`src/rtl/instr_encoder.sv`:
```
// instr_encoder
//   Pipelined RV32I instruction encoder. Takes decoded fields and a signed
//   32-bit immediate, range-checks the immediate for the selected format,
//   scatters its bits into the instruction word, and tags each word with a
//   sequential word address for instruction-memory preload.
//
// Ports
//   clk, rst         clock, asynchronous active-high reset
//   clear            synchronous: address counter -> BASE_ADDR, err_count -> 0
//   in_valid/in_ready     input handshake
//   imm_sel          000 I, 001 S, 010 B, 011 U, 100 J, 101 R, 11x illegal
//   opcode, rd, rs1, rs2, funct3, funct7, immediate   decoded fields
//   out_valid/out_ready   output handshake
//   out_instr        encoded word
//   out_addr         word address of out_instr
//   out_err          immediate out of range or illegal imm_sel
//   err_count        saturating count of accepted erroring words
module instr_encoder #(
  parameter int ADDR_W    = 10,
  parameter int BASE_ADDR = 0
) (
  input  logic              clk,
  input  logic              rst,
  input  logic              clear,
  input  logic              in_valid,
  output logic              in_ready,
  input  logic [2:0]        imm_sel,
  input  logic [6:0]        opcode,
  input  logic [4:0]        rd,
  input  logic [4:0]        rs1,
  input  logic [4:0]        rs2,
  input  logic [2:0]        funct3,
  input  logic [6:0]        funct7,
  input  logic [31:0]       immediate,
  output logic              out_valid,
  input  logic              out_ready,
  output logic [31:0]       out_instr,
  output logic [ADDR_W-1:0] out_addr,
  output logic              out_err,
  output logic [7:0]        err_count
);

  localparam logic [ADDR_W-1:0] BASE = ADDR_W'(BASE_ADDR);

  function automatic logic [31:0] encode(
    input logic [2:0]  sel,
    input logic [6:0]  op,
    input logic [4:0]  f_rd,
    input logic [4:0]  f_rs1,
    input logic [4:0]  f_rs2,
    input logic [2:0]  f3,
    input logic [6:0]  f7,
    input logic [31:0] imm
  );
    logic [31:0] w;
    w = 32'd0;
    case (sel)
      3'b000: w = {imm[11:0], f_rs1, f3, f_rd, op};
      3'b001: w = {imm[11:5], f_rs2, f_rs1, f3, imm[4:0], op};
      3'b010: w = {imm[12], imm[10:5], f_rs2, f_rs1, f3, imm[4:1], imm[11], op};
      3'b011: w = {imm[31:12], f_rd, op};
      3'b100: w = {imm[20], imm[10:1], imm[11], imm[19:12], f_rd, op};
      3'b101: w = {f7, f_rs2, f_rs1, f3, f_rd, op};
      default: w = 32'd0;
    endcase
    return w;
  endfunction

  // An immediate fits when every bit above the field's sign bit equals it.
  function automatic logic range_err(input logic [2:0] sel, input logic [31:0] imm);
    logic e;
    e = 1'b1;
    case (sel)
      3'b000, 3'b001: e = !((&imm[31:11]) || !(|imm[31:11]));
      3'b010:         e = !((&imm[31:12]) || !(|imm[31:12])) || imm[0];
      3'b011:         e = |imm[11:0];
      3'b100:         e = !((&imm[31:20]) || !(|imm[31:20])) || imm[0];
      3'b101:         e = 1'b0;
      default:        e = 1'b1;
    endcase
    return e;
  endfunction

  function automatic logic [7:0] sat_inc(input logic [7:0] c);
    return (c == 8'hFF) ? c : c + 8'd1;
  endfunction

  logic              vld_p1;
  logic [31:0]       instr_p1;
  logic [ADDR_W-1:0] addr_p1;
  logic              err_p1;
  logic [7:0]        err_cnt;
  logic [ADDR_W-1:0] cnt;

  logic        accept;
  logic [31:0] enc_instr_p0;
  logic        enc_err_p0;

  // Stage p0: combinational encode and range check of the presented fields
  assign in_ready     = !rst && (!vld_p1 || out_ready);
  assign accept       = in_valid && in_ready;
  assign enc_instr_p0 = encode(imm_sel, opcode, rd, rs1, rs2, funct3, funct7, immediate);
  assign enc_err_p0   = range_err(imm_sel, immediate);

  // Stage p1: output register, address counter and error counter
  always_ff @(posedge clk or posedge rst) begin
    if (rst) begin
      vld_p1   <= 1'b0;
      instr_p1 <= 32'd0;
      addr_p1  <= '0;
      err_p1   <= 1'b0;
      err_cnt  <= 8'd0;
      cnt      <= BASE;
    end else begin
      if (accept)
        vld_p1 <= 1'b1;
      else if (out_ready)
        vld_p1 <= 1'b0;

      if (accept) begin
        instr_p1 <= enc_instr_p0;
        err_p1   <= enc_err_p0;
        addr_p1  <= clear ? BASE : cnt;
      end

      // clear coinciding with an accept hands that word BASE, so the
      // counter must already point past it.
      if (clear)
        cnt <= accept ? BASE + ADDR_W'(1) : BASE;
      else if (accept)
        cnt <= cnt + ADDR_W'(1);

      if (clear)
        err_cnt <= {7'd0, accept && enc_err_p0};
      else if (accept && enc_err_p0)
        err_cnt <= sat_inc(err_cnt);
    end
  end

  assign out_valid = vld_p1;
  assign out_instr = instr_p1;
  assign out_addr  = addr_p1;
  assign out_err   = err_p1;
  assign err_count = err_cnt;

endmodule

```
`config.mk`:
```
export PLATFORM = sky130hd
export DESIGN_NAME = instr_encoder
export DESIGN_NICKNAME = d
export VERILOG_FILES = /design/src/rtl/instr_encoder.sv
export SDC_FILE = /design/constraint.sdc
export NUM_CORES = 1
export LEC_CHECK = 0
export ABC_CLOCK_PERIOD_IN_PS = 2700
export CAP_MARGIN = 20
export CORE_MARGIN = 8
export CORE_UTILIZATION = 45
export CTS_CLUSTER_SIZE = 24
export DETAILED_ROUTE_END_ITERATION = 8
export GPL_ROUTABILITY_DRIVEN = 0
export GPL_TIMING_DRIVEN = 0
export PLACE_DENSITY = 0.92
export SYNTH_ARGS = -nofsm -noshare
export SYNTH_HDL_FRONTEND = slang
export SYNTH_SLANG_ARGS = --single-unit
```
`constraint.sdc`:
```
create_clock -name clk -period 2.7 [get_ports clk]
set_clock_uncertainty 0.2 [all_clocks]
set_input_delay 0.405 -clock clk [delete_from_list [all_inputs] [get_ports clk]]
set_output_delay 0.405 -clock clk [all_outputs]
set_load 0.02 [all_outputs]
```
# Yosys cells after proc, flatten, opt, wreduce, memory -nomap -nowiden
# Index checks and enable logic that the tools add are counted.
# classes
addsub	2
eq_ne	7
mux	11
reduce_logical	30
# ops
operator	count
$pmux 32 s6	1
$mux 10	3
$mux 8	3
$reduce_or 12->1	2
$reduce_and 21->1	1
$reduce_or 21->1	1
$reduce_and 20->1	1
$reduce_or 20->1	1
$reduce_and 12->1	1
$add 10x1->10 const B	1
$add 8x1->8 const B	1
$eq 8x8->1 const B	1
$logic_not 1->1	8
$eq 3x2->1 const B	2
$eq 3x3->1 const B	2
$logic_or 1x1->1	6
$reduce_bool 2->1	3
$pmux 1 s5	1
$eq 3x1->1 const B	1
$logic_and 1x1->1	3
$logic_not 3->1	1
$mux 1	3
$ne 2x2->1 const B	1
$reduce_and 2->1	1
$reduce_or 2->1	1
# totals
ff_bits	62
in_bits	72

# Logic depth before layout (Yosys ltp)
# Gate-level depths: netlist of run 1.
# logic_depth
ltp_word	9
depth_mapped	8
mapped_depth_nobuf	7

# Least setup slack after synthesis of run 1
# OpenSTA, ideal clock, no wires.
# synth_timing
path_type	in2reg
start	input rst
end	register err_cnt[1], in the netlist err_count[1]
setup_time_ns	0.078
t_arrival_ns	3.130
t_required_ns	2.422
path_slack_ns	-0.708
path_stages	6
n_path_buf	1
path_cell_list	inv_1 > and3_1 > clkbuf_1 > nand2_1 > or4b_2 > a21oi_1
# synth_via
elab_chain_cells	6
# synth_lines
item	line_no	text
start: declaration	23	input logic rst,
$logic_not 1->1 (no line)	n/a	
$logic_and 1x1->1	100	assign in_ready = !rst && (!vld_p1 || out_ready);
$logic_and 1x1->1	101	assign accept = in_valid && in_ready;
$logic_and 1x1->1	135	else if (accept && enc_err_p0)
$reduce_bool 2->1 (no line)	n/a	
$reduce_and 2->1 (no line)	n/a	
end signal: assignment	134	err_cnt <= {7'd0, accept && enc_err_p0};
end signal: assignment	136	err_cnt <= sat_inc(err_cnt);
end: declaration	92	logic [7:0] err_cnt;
# No other way between the ends.
# A chain may end at the register's enable or synchronous reset.

# Final worst setup path of run 1
# layout_timing
start	input rst
end	register instr_p1[25], in the netlist out_instr[25]
# layout_via
elab_chain_cells	3
# layout_lines
item	line_no	text
$logic_not 1->1 (no line)	n/a	
$logic_and 1x1->1	100	
$logic_and 1x1->1	101	
end signal: assignment	121	instr_p1 <= enc_instr_p0;
end: declaration	89	logic [31:0] instr_p1;
# No other way between the ends.

==> impl_metrics.toml, run 1 <==
[outcome]
status = "finished, final reports clean"

[route]
drt_wl_total_um = 12300
first_pass_iters = 7
wire_per_inst_um = 19.8
ant_nets = 0
vias = 3702
drt_iter0_drc = 338
drc = 0
routed_via_density = 5.94

[cts]
clockBufferDepth = 2
cts_root_buf = "clkbuf_8"
htree_levels = 3
clkSinkCount = 62
cts_tree = "yes"
cts_buffers = 9
clk_latency_ps = 340
path_clk_slew_ps = 70

[global_route]
grt_max_degree = 47
gr-usage-all-layers_pct = 21.7
antenna_found_initial = 0
grt_first_pass_wirelength_um = 19200
grt_overflow = 0
grt_pass1_vias = 3798

[synth]
synth-seq-cells = 62
yosysUniqueCellTypes = 45
synth_area_per_cell_um2 = 9.35
synth_ff_type = "dfrtp_1"
ys_seq_area_share_pct = 44.1
synthCells = 376
syn_area_um2 = 3520
synth_fp_nets = 450
synth_edf_count = 0
ys_warn_count = 0
async_flop_share_pct = 100

[pwr]
p_sw_share_pct = 30.7
seq_power_share_pct = 40.6
power_density_nw_per_um2 = 511
ir_drop_uv = 265
leakage_nw = 2.19
totalPowerFinal_mw = 2.67
netSwitchingPower_uw = 818
combPwrFrac_pct = 28.4
intPower_mw = 1.85
clockPowerShare_pct = 31.0

[timing]
slew_headroom_pct = 62.3
hold_viol = 0
whs_ps = 275
fmax_mhz = 379
max_slew.worst_pin.slew_ps = 565
fin_crit_sh_pct = 97.8
slew_viol_final = 0
fin_tns_setup_ps = 0
fin_crit_ps = 2640
setup_viol = 0

[placed_design]
hpwlAfterDp_um = 8920
port_buffers = 124
dpl_cell_area_um2 = 4910

[worst_setup_path]
end_kind = "flip-flop"
crit_type = "input port to flip-flop"
worst-endpoint-arrival_ps = 2680
required_ps = 2740
path_max_fanout = 23
crit_path_start_kind = "input port"

[die]
dieArea_um2 = 10900
die_h_um = 104
rows = 32
die_x_um = 104
core_um2 = 7650
start_util_pct = 46.0
ioPinCount = 125

[finish]
fill_cells = 571
area_growth_syn_to_layout_pct = 48.5
drive_gt1_share_pct = 9.40
num-nets-final = 590
diodes = 0
fin_util_pct = 68.3
finish.instance_area_um2 = 5220

[hold_path]
worstHoldPathType = "flip-flop to flip-flop"

[run]
drv_cap = 0
final timing paths:
path / start / end / slack [ps] / cells past startpoint
setup / recovery: rst / out_instr[25]$_DFFE_PP0P_ / 60 / 8
hold / removal: out_addr[5]$_DFFE_PP0P_ / out_addr[5]$_DFFE_PP0P_ / 270 / 2
setup reg to reg: err_count[0]$_DFFE_PP0P_ / err_count[7]$_DFFE_PP0P_ / 280 / 7
hold reg to reg: out_addr[5]$_DFFE_PP0P_ / out_addr[5]$_DFFE_PP0P_ / 270 / 2
max in group asynchronous: rst / out_instr[11]$_DFFE_PP0P_ / 1700 / 2
min in group asynchronous: rst / out_instr[26]$_DFFE_PP0P_ / 320 / 2
worst max-delay path, stage by stage:
cell	delay, ps
clkdlybuf4s50_1	580
clkinvlp_4	220
buf_12	210
nand3_1	190
clkbuf_1	390
clkbuf_1	410
nand2_1	130
o21ai_0	130
Yosys cell counts, types with 5 or more instances:
master / n / share of area (%)
nor2_1: 26 / 2.8
a22o_1: 12 / 3.0
a22oi_1: 14 / 3.0
buf_1: 5 / 0.53
nor3_1: 5 / 0.71
mux2i_1: 11 / 3.1
a21oi_1: 21 / 3.0
nor2b_1: 22 / 3.9
xor2_1: 6 / 1.5
o22ai_1: 5 / 0.89
o21ai_0: 19 / 2.7
nand3_1: 6 / 0.85
nand2_1: 41 / 4.4
nand3b_1: 8 / 1.7
and3_1: 7 / 1.2
clkbuf_1: 20 / 2.1
nand4_1: 7 / 1.2
o21a_1: 10 / 2.1
mux2_2: 6 / 1.9
dfrtp_1: 62 / 44
o221ai_1: 15 / 3.7
or4_1: 6 / 1.3
layout by cell type, fill, tap and decap left out, types with 5 or more instances in the layout:
master,instances
dfrtp_1,62
nor2b_1,22
nor2_1,26
nand3_1,6
clkbuf_8,10
and3_1,7
nand4_1,7
mux2i_1,11
nand2_1,40
dlymetal6s2s_1,7
clkdlybuf4s50_1,114
o21a_1,10
a22oi_1,14
o21ai_0,19
a21oi_1,20
mux2_2,6
xor2_1,6
clkbuf_1,18
o22ai_1,5
nor3_1,5
a22o_1,12
nand3b_1,8
o221ai_1,15
registers in the layout, summed over array words and instances (netlist names):
register,count
out_instr,32
cnt,10
out_addr,10
err_count,8
out_err,1
out_valid,1
metal layers:
layer / track usage, % / part of all wire (%) / vias up
li1: - / - / 1680
met1: 25.6 / 40 / 1758
met2: 35.7 / 48 / 227
met3: 5.45 / 8.3 / 37
met4: 10.5 / 3.2 / 0
met5: 0 / 0 / -
per-stage QoR:
stage / cells / worst slack [ps]
2_1_floorplan: 376 / -2.65
6_report: 623 / 59.7
5_1_grt: 623 / -31.5
3_3_place_gp: 602 / -1220
3_5_place_dp: 603 / -576
4_1_cts: 623 / 11.7
cell families after synthesis:
kind of cell             Yosys count  synth area share, %
adder cells (fa/ha/maj)            2                0.712
buffers and inverters             31                 3.59
multiplexers                      22                 6.97
AND/OR/NAND/NOR                  144                 21.4
AO/OA/AOI/OAI                    107                 21.2
flip-flops                        62                 44.1
XOR/XNOR                           8                 1.99
repair_timing:
item	in CTS	in global routing
gates cloned	1	1
gates resized for setup	5	20
setup endpoints to repair	33	21
hold buffers	0	0
pin swaps	1	2
setup buffers	3	0
layout make-up:
type                    instances  area, um^2  area share [%]
repair buffers                129        1320            25.3
repair inverters                1        5.00          0.0959
clock inverters                 5        57.6            1.10
flip-flops and latches         62        1550            29.7
inverters                       3        15.0           0.288
plain buffers                  27         115            2.20
clock buffers                  11         141            2.71
multi-input cells             283        1890            36.1
well taps                     102         128            2.44
power by group through the flow:
stage | clock [mW] | combinational (mW) | sequential (mW)
2_1_floorplan | 0 | 0.237 | 1.20
3_3_place_gp | 0 | 0.718 | 1.09
3_5_place_dp | 0 | 0.737 | 1.10
4_1_cts | 0.838 | 0.745 | 1.08
5_1_grt | 0.883 | 0.808 | 1.09
6_report | 0.827 | 0.759 | 1.08
Note: power is estimated with default switching activity, not from simulation.
==> run 2: changes to the inputs <==
REMOVE_ABC_BUFFERS = 1   (was not set)
==> impl_metrics.toml, run 2 (synthesized netlist as in run 1, its figures left out) <==
[timing]
fin_crit_sh_pct = 98.9
fin_crit_ps = 2670
max_slew.worst_pin.slew_ps = 1050
slew_viol_final = 0
slew_headroom_pct = 29.7
fin_tns_setup_ps = 0
hold_viol = 0
setup_viol = 0
rsz0062_at_grt = "true"
fmax_mhz = 375
whs_ps = 244
fin_ws_ps = 30.1

[pwr]
leakage_nw = 2.12
intPower_mw = 1.86
p_sw_share_pct = 30.8
power_density_nw_per_um2 = 516
totalPowerFinal_mw = 2.69
combPwrFrac_pct = 28.3
netSwitchingPower_uw = 828
ir_drop_uv = 321
seq_power_share_pct = 40.0
clockPowerShare_pct = 31.7

[die]
die_h_um = 104
core_um2 = 7650
ioPinCount = 125
die_x_um = 104
start_util_pct = 46.0
dieArea_um2 = 10900
rows = 32

[placed_design]
dpl_cell_area_um2 = 4840
hpwlAfterDp_um = 7760
port_buffers = 124
dp_slack_ps = -1470

[route]
drc = 0
wire_per_inst_um = 18.6
vias = 3496
ant_nets = 0
drt_wl_total_um = 11100
first_pass_iters = 4
drt_iter0_drc = 180
routed_via_density = 5.85

[worst_setup_path]
cpPeakStageDelay_ps = 550
path_max_fanout = 6
crit_path_start_kind = "input port"
crit_type = "input port to flip-flop"
cp_top_family = "buffers and inverters"
crit_buf_inv = 2
end_kind = "flip-flop"
crit_chain = "clkdlybuf4s50_1 > or4_4 > o31ai_2 > a21oi_2 > a2111oi_4 > buf_4 > nor3_1 > mux2_1"
required_ps = 2720
worst-endpoint-arrival_ps = 2690
cp_slowest_cell = "or4_4"

[cts]
clockBufferDepth = 2
clkSinkCount = 62
path_clk_slew_ps = 80
cts_buffers = 9
clk_latency_ps = 330
htree_levels = 3
cts_root_buf = "clkbuf_8"
cts_tree = "yes"
postCtsHoldBufs = 0

[finish]
diodes = 0
most-common-layout-cells = "118 x clkdlybuf4s50_1, 62 x dfrtp_1, 40 x nand2_1"
layout_commonest_cell = "clkdlybuf4s50_1"
area_growth_syn_to_layout_pct = 48.2
finish.instance_area_um2 = 5210
num-nets-final = 565
drive_gt1_share_pct = 10.3
largest_reg_flops = 32
fill_cells = 600

[global_route]
grt_overflow = 0
gr-usage-all-layers_pct = 19.8
grt_pass1_vias = 3625
grt_max_degree = 50
antenna_found_initial = 0
grt_first_pass_wirelength_um = 17900

[outcome]
status = "finished, final reports clean"

[run]
drv_cap = 0

[hold_path]
worstHoldPathType = "input port to asynchronous set/reset pin"
==> run 2: routing by layer <==
metal  vias to the layer above  routed length, um  GRT usage [%]
met4                         0                318           7.86
met2                       142               5470           33.5
li1                       1631                  -              -
met5                         -                  0              0
met3                        39                669           5.95
met1                      1684               4670           22.9
==> run 2: layout make-up <==
type / instances / area, um^2 / area share (%)
well taps: 102 / 128 / 2.45
multi-input cells: 285 / 1930 / 37.1
inverters: 3 / 37.5 / 0.720
flip-flops and latches: 62 / 1550 / 29.8
repair buffers: 130 / 1360 / 26.0
clock buffers: 10 / 138 / 2.64
clock inverters: 6 / 67.6 / 1.30
==> run 2: path summary, 6_finish.rpt <==
path / startpoint / to / slack, ps / depth (start not counted)
setup / recovery: immediate[3] / err_count[5]$_DFFE_PP0P_ / 30 / 8
hold / removal: rst / out_instr[29]$_DFFE_PP0P_ / 240 / 2
setup reg to reg: err_count[0]$_DFFE_PP0P_ / err_count[7]$_DFFE_PP0P_ / 340 / 6
hold reg to reg: out_addr[9]$_DFFE_PP0P_ / out_addr[9]$_DFFE_PP0P_ / 270 / 2
max in group asynchronous: rst / err_count[2]$_DFFE_PP0P_ / 1570 / 3
min in group clk: out_addr[9]$_DFFE_PP0P_ / out_addr[9]$_DFFE_PP0P_ / 270 / 2
==> run 2: repair_timing <==
action	4_1_cts	5_1_grt
pin swaps	2	0
gates resized for setup	19	12
cloned	3	0
setup buffers	2	0
endpoints found under the setup margin	46	20
==> run 2: per-stage QoR <==
step | utilization (%) | cells
floorplan | - | 348
global placement | 62.4 | 574
detailed placement | 63.3 | 577
CTS | 67.3 | 598
global route | 68.1 | 598
finish | 68.1 | 598
==> run 2: power by group through the flow <==
stage,logic [mW],registers [mW],clock network (mW)
5_1_grt,0.813,1.09,0.907
6_report,0.761,1.08,0.852
3_5_place_dp,0.730,1.09,0
2_1_floorplan,0.204,1.20,0
3_3_place_gp,0.702,1.09,0
4_1_cts,0.754,1.08,0.868
